<file path="src/rtl/fifo_0r1w_flex.sv">
// Flexible FIFO: combinational read of the head entry, one-cycle write, any DEPTH >= 1.
// Provides occupancy, almost-full/empty flags, synchronous flush and sticky error flags.
module fifo_0r1w_flex #(
   parameter int unsigned DWIDTH        = 32,
   parameter int unsigned DEPTH         = 32,
   parameter int unsigned AFULL_THRESH  = DEPTH - 1,
   parameter int unsigned AEMPTY_THRESH = 1
) (
   input  logic                       i_clk,
   input  logic                       i_rst,
   input  logic                       i_flush,
   input  logic                       i_push,
   input  logic [DWIDTH-1:0]          i_wdata,
   output logic                       o_full,
   output logic                       o_afull,
   input  logic                       i_pop,
   output logic [DWIDTH-1:0]          o_rdata,
   output logic                       o_empty,
   output logic                       o_aempty,
   output logic [$clog2(DEPTH+1)-1:0] o_count,
   output logic                       o_overflow,
   output logic                       o_underflow,
   input  logic                       i_clr_err
);

   localparam int unsigned CWIDTH = $clog2(DEPTH + 1);
   localparam int unsigned IWIDTH = (DEPTH > 1) ? $clog2(DEPTH) : 1;
   localparam logic [CWIDTH-1:0] DEPTH_C  = CWIDTH'(DEPTH);
   localparam logic [CWIDTH-1:0] AFULL_C  = CWIDTH'(AFULL_THRESH);
   localparam logic [CWIDTH-1:0] AEMPTY_C = CWIDTH'(AEMPTY_THRESH);

   logic [DWIDTH-1:0] mem [DEPTH];
   logic [IWIDTH-1:0] push_idx;
   logic [IWIDTH-1:0] pop_idx;
   logic [CWIDTH-1:0] count;
   logic              overflow;
   logic              underflow;
   logic              pop_ok;
   logic              push_ok;
   logic              ovf_set;
   logic              unf_set;

   function automatic logic [IWIDTH-1:0] next_idx(input logic [IWIDTH-1:0] idx);
      return (idx == IWIDTH'(DEPTH - 1)) ? '0 : idx + 1'b1;
   endfunction

   // Full/empty come from count, so all DEPTH slots hold data.
   always_comb begin
      pop_ok  = i_pop & (count != '0);
      push_ok = i_push & ((count != DEPTH_C) | pop_ok);
      ovf_set = i_push & ~push_ok & ~i_flush;
      unf_set = i_pop & ~pop_ok & ~i_flush;
   end

   always_ff @(posedge i_clk) begin
      if (push_ok && !i_flush) begin
         mem[push_idx] <= i_wdata;
      end
   end

   always_ff @(posedge i_clk or posedge i_rst) begin
      if (i_rst) begin
         push_idx  <= '0;
         pop_idx   <= '0;
         count     <= '0;
         overflow  <= 1'b0;
         underflow <= 1'b0;
      end else begin
         if (i_flush) begin
            push_idx <= '0;
            pop_idx  <= '0;
            count    <= '0;
         end else begin
            if (push_ok) push_idx <= next_idx(push_idx);
            if (pop_ok)  pop_idx  <= next_idx(pop_idx);
            case ({push_ok, pop_ok})
               2'b10:   count <= count + 1'b1;
               2'b01:   count <= count - 1'b1;
               default: count <= count;
            endcase
         end
         // A set event in the same cycle outranks a clear.
         overflow  <= ovf_set | (overflow & ~i_clr_err);
         underflow <= unf_set | (underflow & ~i_clr_err);
      end
   end

   assign o_rdata     = mem[pop_idx];
   assign o_count     = count;
   assign o_full      = (count == DEPTH_C);
   assign o_empty     = (count == '0);
   assign o_afull     = (count >= AFULL_C);
   assign o_aempty    = (count <= AEMPTY_C);
   assign o_overflow  = overflow;
   assign o_underflow = underflow;

   int unsigned ptr_diff;
   always_comb ptr_diff = (32'(push_idx) + DEPTH - 32'(pop_idx)) % DEPTH;

   a_params: assert property (@(posedge i_clk)
      (DWIDTH >= 1) && (DEPTH >= 1) && (AFULL_THRESH >= 1) && (AFULL_THRESH <= DEPTH)
      && (AEMPTY_THRESH <= DEPTH - 1));
   a_count_range: assert property (@(posedge i_clk) disable iff (i_rst) count <= DEPTH_C);
   a_ptr_range: assert property (@(posedge i_clk) disable iff (i_rst)
      (32'(push_idx) < DEPTH) && (32'(pop_idx) < DEPTH));
   a_count_ptrs: assert property (@(posedge i_clk) disable iff (i_rst)
      (count == DEPTH_C) ? (push_idx == pop_idx) : (32'(count) == ptr_diff));

endmodule

</file>
<file path="config.mk">
export PLATFORM = sky130hd
export DESIGN_NAME = fifo_0r1w_flex
export DESIGN_NICKNAME = d
export VERILOG_FILES = /design/src/rtl/fifo_0r1w_flex.sv
export SDC_FILE = /design/constraint.sdc
export NUM_CORES = 1
export LEC_CHECK = 0
export BUFFER_PORTS_ARGS = -buffer_cell sky130_fd_sc_hd__buf_2
export CORE_MARGIN = 4
export CORE_UTILIZATION = 60
export DETAILED_ROUTE_END_ITERATION = 8
export HOLD_SLACK_MARGIN = 0.06
export PLACE_DENSITY_LB_ADDON = 0.05
export SYNTH_ARGS = -nofsm -noshare
export SYNTH_HDL_FRONTEND = slang
export SYNTH_SLANG_ARGS = --single-unit
</file>
<file path="constraint.sdc">
create_clock -name i_clk -period 9.4 [get_ports i_clk]
set_input_delay 0.94 -clock i_clk [delete_from_list [all_inputs] [get_ports i_clk]]
set_output_delay 0.94 -clock i_clk [all_outputs]
set_load 0.005 [all_outputs]
</file>
==> summary.txt, run 1 <==
Clock network
  – CTS tree: yes
  – Post-cts sizing count: 0
  – # clock sinks: 1,042
  – Post CTS Setup Buffer Count: 0
  – Worst-skew pair later-pin latency: 0.65 ns
  – CTS Root Cell: clkbuf_16
  – Htree depth: 3
  – CTS buffer count: 101
  – Clk slew on worst S/H paths: ~0.06 ns
  – Hold-fix buffer count after cts: 0
  – Clock Path Buffers: 3

Placement
  – Port Buf Inserts: 81
  – Pre-CTS setup slack: slightly above 5 ns
  – GPL Wtd Cong: just under 0.8
  – Detailed Place HPWL: 50.92 mm

Global routing
  – Met3 Usage GRT: 0.05613
  – First-pass GRT wire length: between 100 and 150 mm
  – Pin count of the biggest net entering global routing: 139
  – Grt met2 use: 0.4585
  – Global routing's busiest layer: met2
  – Vias in the first global route: 20,520
  – Total gr overflow: 0
  – GRT Total Usage: 0.2835
  – Antenna violations before repair: 7
  – M1 GR Usage: 0.4044

Final layout
  – Area of the multi-input gates: 9052 um^2
  – Final #Nets: 2,374
  – Register Area: 31,200 um^2
  – Area Growth Syn to Fin: 11.93%
  – Layout cell share with drive strength beyond 1: 0.1377
  – Filler cells: 4,336

Floorplanning
  – Die extent in x: 267.8 um
  – Core area: 66,330 um^2
  – Initial Util: 0.6106
  – Placement Rows: 94
  – Total die area: roughly 72,000 um^2
  – Ports: between 80 and 90
  – Die Y: 267.8 um

Detailed routing
  – Vias: 21,290
  – DRT Wirelength: 101.6 mm
  – Drt first-iter violations: 2,344
  – Post-DR vias/cell: 6.509
  – DRT Pass-1 Iters: 6
  – DRT antenna net count: 0
  – DR DRC count: 0
  – WL/cell: about 31 um

Pwr
  – LEAKAGE: roughly 0.013 uW
  – VDD IR max: 167.4 uV
  – P per Cell Area: 215.6 nW/um^2

Critical path
  – Critical Path RT: 8.46 ns
  – Startpoint type of the worst setup path: flip-flop
  – Critical Path Fanout Max: roughly 140
  – Crit path kind: flip-flop to output pin
  – Crit. End Element: output pin
  – Critical Path AT: 4.13 ns

Synth
  – Synth unique cells: 44
  – Yosys reg bits: around 1,000
  – Syn Nets: 2,267
  – Synth area leaders: edfxtp_1 (76%), mux2i_1 (13%), a22oi_1 (4.7%), dfrtp_1 (1.1%), nand4_1 (1.0%)
  – Mean post-synth cell area: 18.26 um^2
  – Sequential-to-total area share from yosys stat: 0.7703
  – Post-Synthesis Cell Area: approximately 41,000 um^2
  – YS warnings: 0
  – Top cell type's share of synthesized area: 0.7592
  – Mapped Cells: 2,218
  – Yosys top cell by area: edfxtp_1

Timing
  – Worst Tran Pin Value: 1.257 ns
  – Slew Viols, Final: 0
  – Min Tclk post-route: 5.071 ns
  – F_max: 197.2 MHz
  – Fin worst setup slack: 4.329 ns
  – Endpoints failing setup: 0
  – Final Hold Fails: 0
  – Clk_skew: around 0.016 ns
  – Final period util: 0.5395
  – RSZ-0062 raised after global routing: false
  – Rel. slew slack: 0.1622
  – Fin Setup TNS: 0 ns

Min path
  – Worst min path class: input pin to async pin

Outcome
  – Status: finished clean

Run
  – Number of max-cap violations: 0
[state kept, by name (all words and copies together) (netlist names)]
signal,flops
mem,1024
o_count,6
o_underflow,1
pop_idx,5
o_overflow,1
push_idx,5
[cells in the final DEF (no fill, tap or decap), types with 11 or more instances in the layout]
master | synthesis | final
edfxtp_1 | 1024 | 1024
clkinv_1 | 0 | 19
nor2_1 | 78 | 46
buf_4 | 0 | 54
a21oi_1 | 11 | 11
nor2_4 | 0 | 32
nand2_1 | 13 | 13
nand4_1 | 66 | 66
a22oi_1 | 256 | 256
ha_1 | 11 | 11
clkbuf_1 | 66 | 26
clkbuf_16 | 0 | 104
inv_1 | 11 | 11
dfrtp_1 | 18 | 17
clkinv_2 | 0 | 17
buf_2 | 67 | 81
mux2i_1 | 515 | 515
[power by group]
group | switching, uW | leakage (uW) | internal, uW
Combinational | 535 | 0.00247 | 269
Clock | 1640 | 0.00151 | 2130
Sequential | 58.3 | 0.00945 | 5140
[layout make-up]
| type | instances | share of cell area |
|---|---|---|
| clock inverters | 47 | 0.007093 |
| inverters | 11 | 0.0009108 |
| multi-input cells | 1031 | 0.1997 |
| repair buffers | 138 | 0.01921 |
| diodes | 3 | 0.0001656 |
| well taps | 864 | 0.02385 |
| clock buffers | 134 | 0.06077 |
| flip-flops and latches | 1042 | 0.6883 |
[cell usage after synthesis (all sizes together)]
cell type	number
and4b	4
nand3b	3
nand4	66
nand3	7
nand2	13
or3	5
a32oi	2
buf	67
and3	2
nor2	78
edfxtp	1024
dfrtp	18
mux2	4
nand2b	5
inv	11
a22oi	256
or3b	2
ha	11
a41o	1
nor3	3
a41oi	1
nor2b	6
o21a	1
clkbuf	67
or4	2
and4	1
or4b	3
a211oi	1
a311oi	1
a21oi	11
mux2i	515
nor4	2
o21ai	8
nor4b	5
and2	1
o32ai	2
a2111oi	1
a31oi	2
nor4bb	6
[critical path, stage by stage (launching register included)]
cell	delay, ns
dfrtp_4	0.42
buf_12	0.51
buf_4	0.76
mux2i_1	0.18
a22oi_1	0.23
nand4_1	0.17
nor2_1	0.56
buf_2	0.23
[kinds of logic after synthesis]
| family | Yosys count | synth area share |
|---|---|---|
| AOI/OAI and AO/OA | 287 | 0.05243 |
| adders and majority gates | 11 | 0.003398 |
| buffers and inverters | 145 | 0.01554 |
| DFF | 1042 | 0.7703 |
| muxes | 519 | 0.1284 |
| and+or+nand+nor | 214 | 0.02990 |
[stage by stage]
stage,std cells,util,total power (uW),hold WS [ns],cell area (um^2)
final,3270,0.6834,9774,0.4101,45330
after detailed placement,3086,0.6369,6093,0.5139,42250
after floorplan,2218,-,5665,0.5047,40500
after global routing,3267,0.6833,10080,0.4703,45330
after global placement,3086,0.6369,6076,0.5030,42250
after CTS,3267,0.6833,9825,0.4070,45330
[path summary, 6_finish.rpt]
kind                             from  slack, ns          end  depth (start not counted)
setup / recovery           pop_idx[2]       4.33  o_rdata[31]                          7
hold / removal                  i_rst       0.41   o_count[4]                          2
setup reg to reg           o_count[0]       5.66  mem[24][22]                          7
hold reg to reg            o_overflow       0.52   o_overflow                          2
max in group asynchronous       i_rst       8.42   pop_idx[2]                          2
min in group i_clk          i_clr_err       0.48  o_underflow                          2
[routing by layer]
metal	vias to the layer above	wire length (um)
met5	-	23
met4	4	2263
met2	949	48960
met1	10960	41220
li1	9224	-
met3	152	9086
Power figures use the tool's default switching activity.
==> run 2: changes to the inputs <==
clock period = 5.1 ns   (was 9.4 ns; I/O delays follow)
==> summary.txt, run 2 (synthesis gave the netlist of run 1 again) <==
Detailed routing
  – DRT antenna net count: 0 (unchanged)
  – WL/cell: 30.05 um (was 31.06 um)
  – Post-DR vias/cell: 6.464 (was 6.509)
  – DRT Wirelength: 98.56 mm (was 101.6 mm)
  – DR DRC count: 0 (unchanged)
  – DRT Pass-1 Iters: 5 (was 6)
  – Drt first-iter violations: 2,449 (was 2,344)
  – Vias: 21,200 (was 21,290)

Clock network
  – CTS buffer count: 102 (was 101)
  – CTS Root Cell: clkbuf_16 (unchanged)
  – Post-cts sizing count: 0 (unchanged)
  – Htree depth: 3 (unchanged)
  – Worst-skew pair later-pin latency: 0.66 ns (was 0.65 ns)
  – Hold-fix buffer count after cts: 2 (was 0)
  – # clock sinks: 1,042 (unchanged)
  – Clk slew on worst S/H paths: 0.06 ns (about the same)
  – Clock Path Buffers: 3 (unchanged)
  – CTS tree: yes (unchanged)
  – Post CTS Setup Buffer Count: 0 (unchanged)

Final layout
  – Area Growth Syn to Fin: 12.40% (was 11.93%)
  – Layout cell share with drive strength beyond 1: 0.1379 (was 0.1377)
  – Final #Nets: 2,381 (was 2,374)
  – Area of the multi-input gates: 9052 um^2 (unchanged)
  – Largest register FFs: 1,024 (unchanged)
  – Design area: 45,520 um^2 (was 45,330 um^2)
  – Post-layout util: 0.6863 (was 0.6834)
  – Largest Register: mem (unchanged)
  – Commonest cells after routing, fill and taps aside: edfxtp_1 (1,024), mux2i_1 (515), a22oi_1 (256) (unchanged)
  – Register Area: 31,200 um^2 (unchanged)
  – Filler cells: 4,343 (was 4,336)
  – Commonest non-fill, non-tap cell in the layout: edfxtp_1 (unchanged)

Pwr
  – Int Pwr: 14,080 uW (was 7542 uW)
  – P per Cell Area: 403.2 nW/um^2 (was 215.6 nW/um^2)
  – Logic pwr share: 0.087 (was 0.082)
  – Seq pwr share: 0.522 (was 0.532)
  – Power Total: 18,360 uW (was 9774 uW)
  – Psw: 4275 uW (was 2233 uW)
  – Sw Ratio: 0.2329 (was 0.2284)
  – VDD IR max: 385.3 uV (was 167.4 uV)
  – LEAKAGE: 0.01351 uW (was 0.01343 uW)
  – Clock group share of total power: 0.391 (was 0.386)

Global routing
  – Pin count of the biggest net entering global routing: 92 (was 139)
  – Vias in the first global route: 20,790 (was 20,520)
  – GRT Total Usage: 0.2750 (was 0.2835)
  – Total gr overflow: 0 (unchanged)
  – First-pass GRT wire length: 141.9 mm (was 144.1 mm)
  – Antenna violations before repair: 6 (was 7)

Min path
  – Min-Delay Path Depth: 3
  – Worst min path class: input pin to flip-flop (was input pin to async pin)
  – Hold endpoint: o_overflow
  – HP Start: i_push

Timing
  – Worst Tran Pin Value: 1.356 ns (was 1.257 ns)
  – Rel. slew slack: 0.09388 (was 0.1622)
  – Fin Setup TNS: 0 ns (unchanged)
  – Final Hold Fails: 0 (unchanged)
  – Hold WS: 0.2673 ns (was 0.4101 ns)
  – Min Tclk post-route: 4.269 ns
  – Clk_skew: 0.009377 ns (was 0.01563 ns)
  – Endpoints failing setup: 0 (unchanged)
  – Slew Viols, Final: 0 (unchanged)
  – F_max: 234.2 MHz
  – Final period util: 0.8371
  – RSZ-0062 raised after global routing: false (unchanged)

Placement
  – Port Buf Inserts: 81 (unchanged)
  – GPL Wtd Cong: 0.8622 (was 0.7928)
  – Detailed Place HPWL: 56.85 mm (was 50.92 mm)
  – Dpl cell area: 42,320 um^2 (was 42,250 um^2)

Critical path
  – Worst-case reg-to-reg path depth: 6 (was 7)
  – Reg-to-reg slack, setup: 1.51 ns (was 5.66 ns)
  – Critical Path AT: 3.76 ns (was 4.13 ns)
  – Critical Path Fanout Max: 57 (was 138)
  – Crit. End Element: output pin (unchanged)
  – Startpoint type of the worst setup path: flip-flop (unchanged)
  – Critical Path RT: 4.59 ns (was 8.46 ns)
  – Crit path kind: flip-flop to output pin (unchanged)
  – Worst reg2reg startpoint: o_count[0] (unchanged)
  – R2r endpoint: mem[8][7] (was mem[24][22])

Outcome
  – Status: finished clean (unchanged)

Floorplanning
  – Initial Util: 0.6106 (unchanged)
  – Die extent in x: 267.8 um (unchanged)
  – Die Y: 267.8 um (unchanged)
  – Core area: 66,330 um^2 (unchanged)
  – Total die area: 71,720 um^2 (unchanged)
  – Placement Rows: 94 (unchanged)
  – Ports: 82 (unchanged)

Run
  – Number of max-cap violations: 0 (unchanged)
[run 2: cell count changes in the layout (fill, tap and decap cells not counted), sizes merged, moves of 2 or more]
cell	delta
clkinv	+11
dlygate4sd3	+2
buf	+4
bufinv	+4
clkbuf	-9
inv	-2
[run 2: worst max-delay path: stages, from the launching register on]
cell and delay (ns):
dfrtp_4 1.14, buf_12 0.44, mux2i_1 0.15, a22oi_1 0.28
nand4_1 0.39, nor2_1 0.45, buf_2 0.19
[run 2: layer usage]
layer,track usage,wire [um]
met5,0,31
met3,0.06290,8368
met2,0.4329,46770
met1,0.3962,40880
met4,0.07527,2511
[run 2: worst max-delay path by stage]
stage | from | end | slack (ns)
5_1_grt | pop_idx[4] | o_rdata[3] | 0.72
4_1_cts | pop_idx[2] | o_rdata[22] | 0.88
3_3_place_gp | pop_idx[2] | o_rdata[25] | 1.48
2_1_floorplan | o_count[0] | mem[30][0] | 1.93
6_report | pop_idx[2] | o_rdata[21] | 0.83
3_5_place_dp | o_count[0] | mem[8][11] | 1.53
[run 2: per-stage QoR]
step | std cells | setup WS [ns]
5_1_grt | 3278 | 0.7232
3_5_place_dp | 3090 | 1.528
2_1_floorplan | 2218 | 1.933
4_1_cts | 3278 | 0.8790
3_3_place_gp | 3090 | 1.476
6_report | 3280 | 0.8309
[run 2: cell type report]
| class | count | area share |
|---|---|---|
| well taps | 864 | 0.02375 |
| clock buffers | 125 | 0.05937 |
| repair buffers | 144 | 0.02105 |
| multi-input cells | 1031 | 0.1989 |
| flip-flops and latches | 1042 | 0.6855 |
| clock inverters | 61 | 0.01050 |
| diodes | 2 | 0.0001099 |
| inverters | 11 | 0.0009070 |
[run 2: power groups by stage]
stage          Sequential, uW  Clock, uW  Combinational [uW]
3_3_place_gp             9750          0                1560
3_5_place_dp             9760          0                1580
2_1_floorplan            9690          0                 750
5_1_grt                  9590       7620                1700
6_report                 9590       7170                1600
4_1_cts                  9580       7260                1590
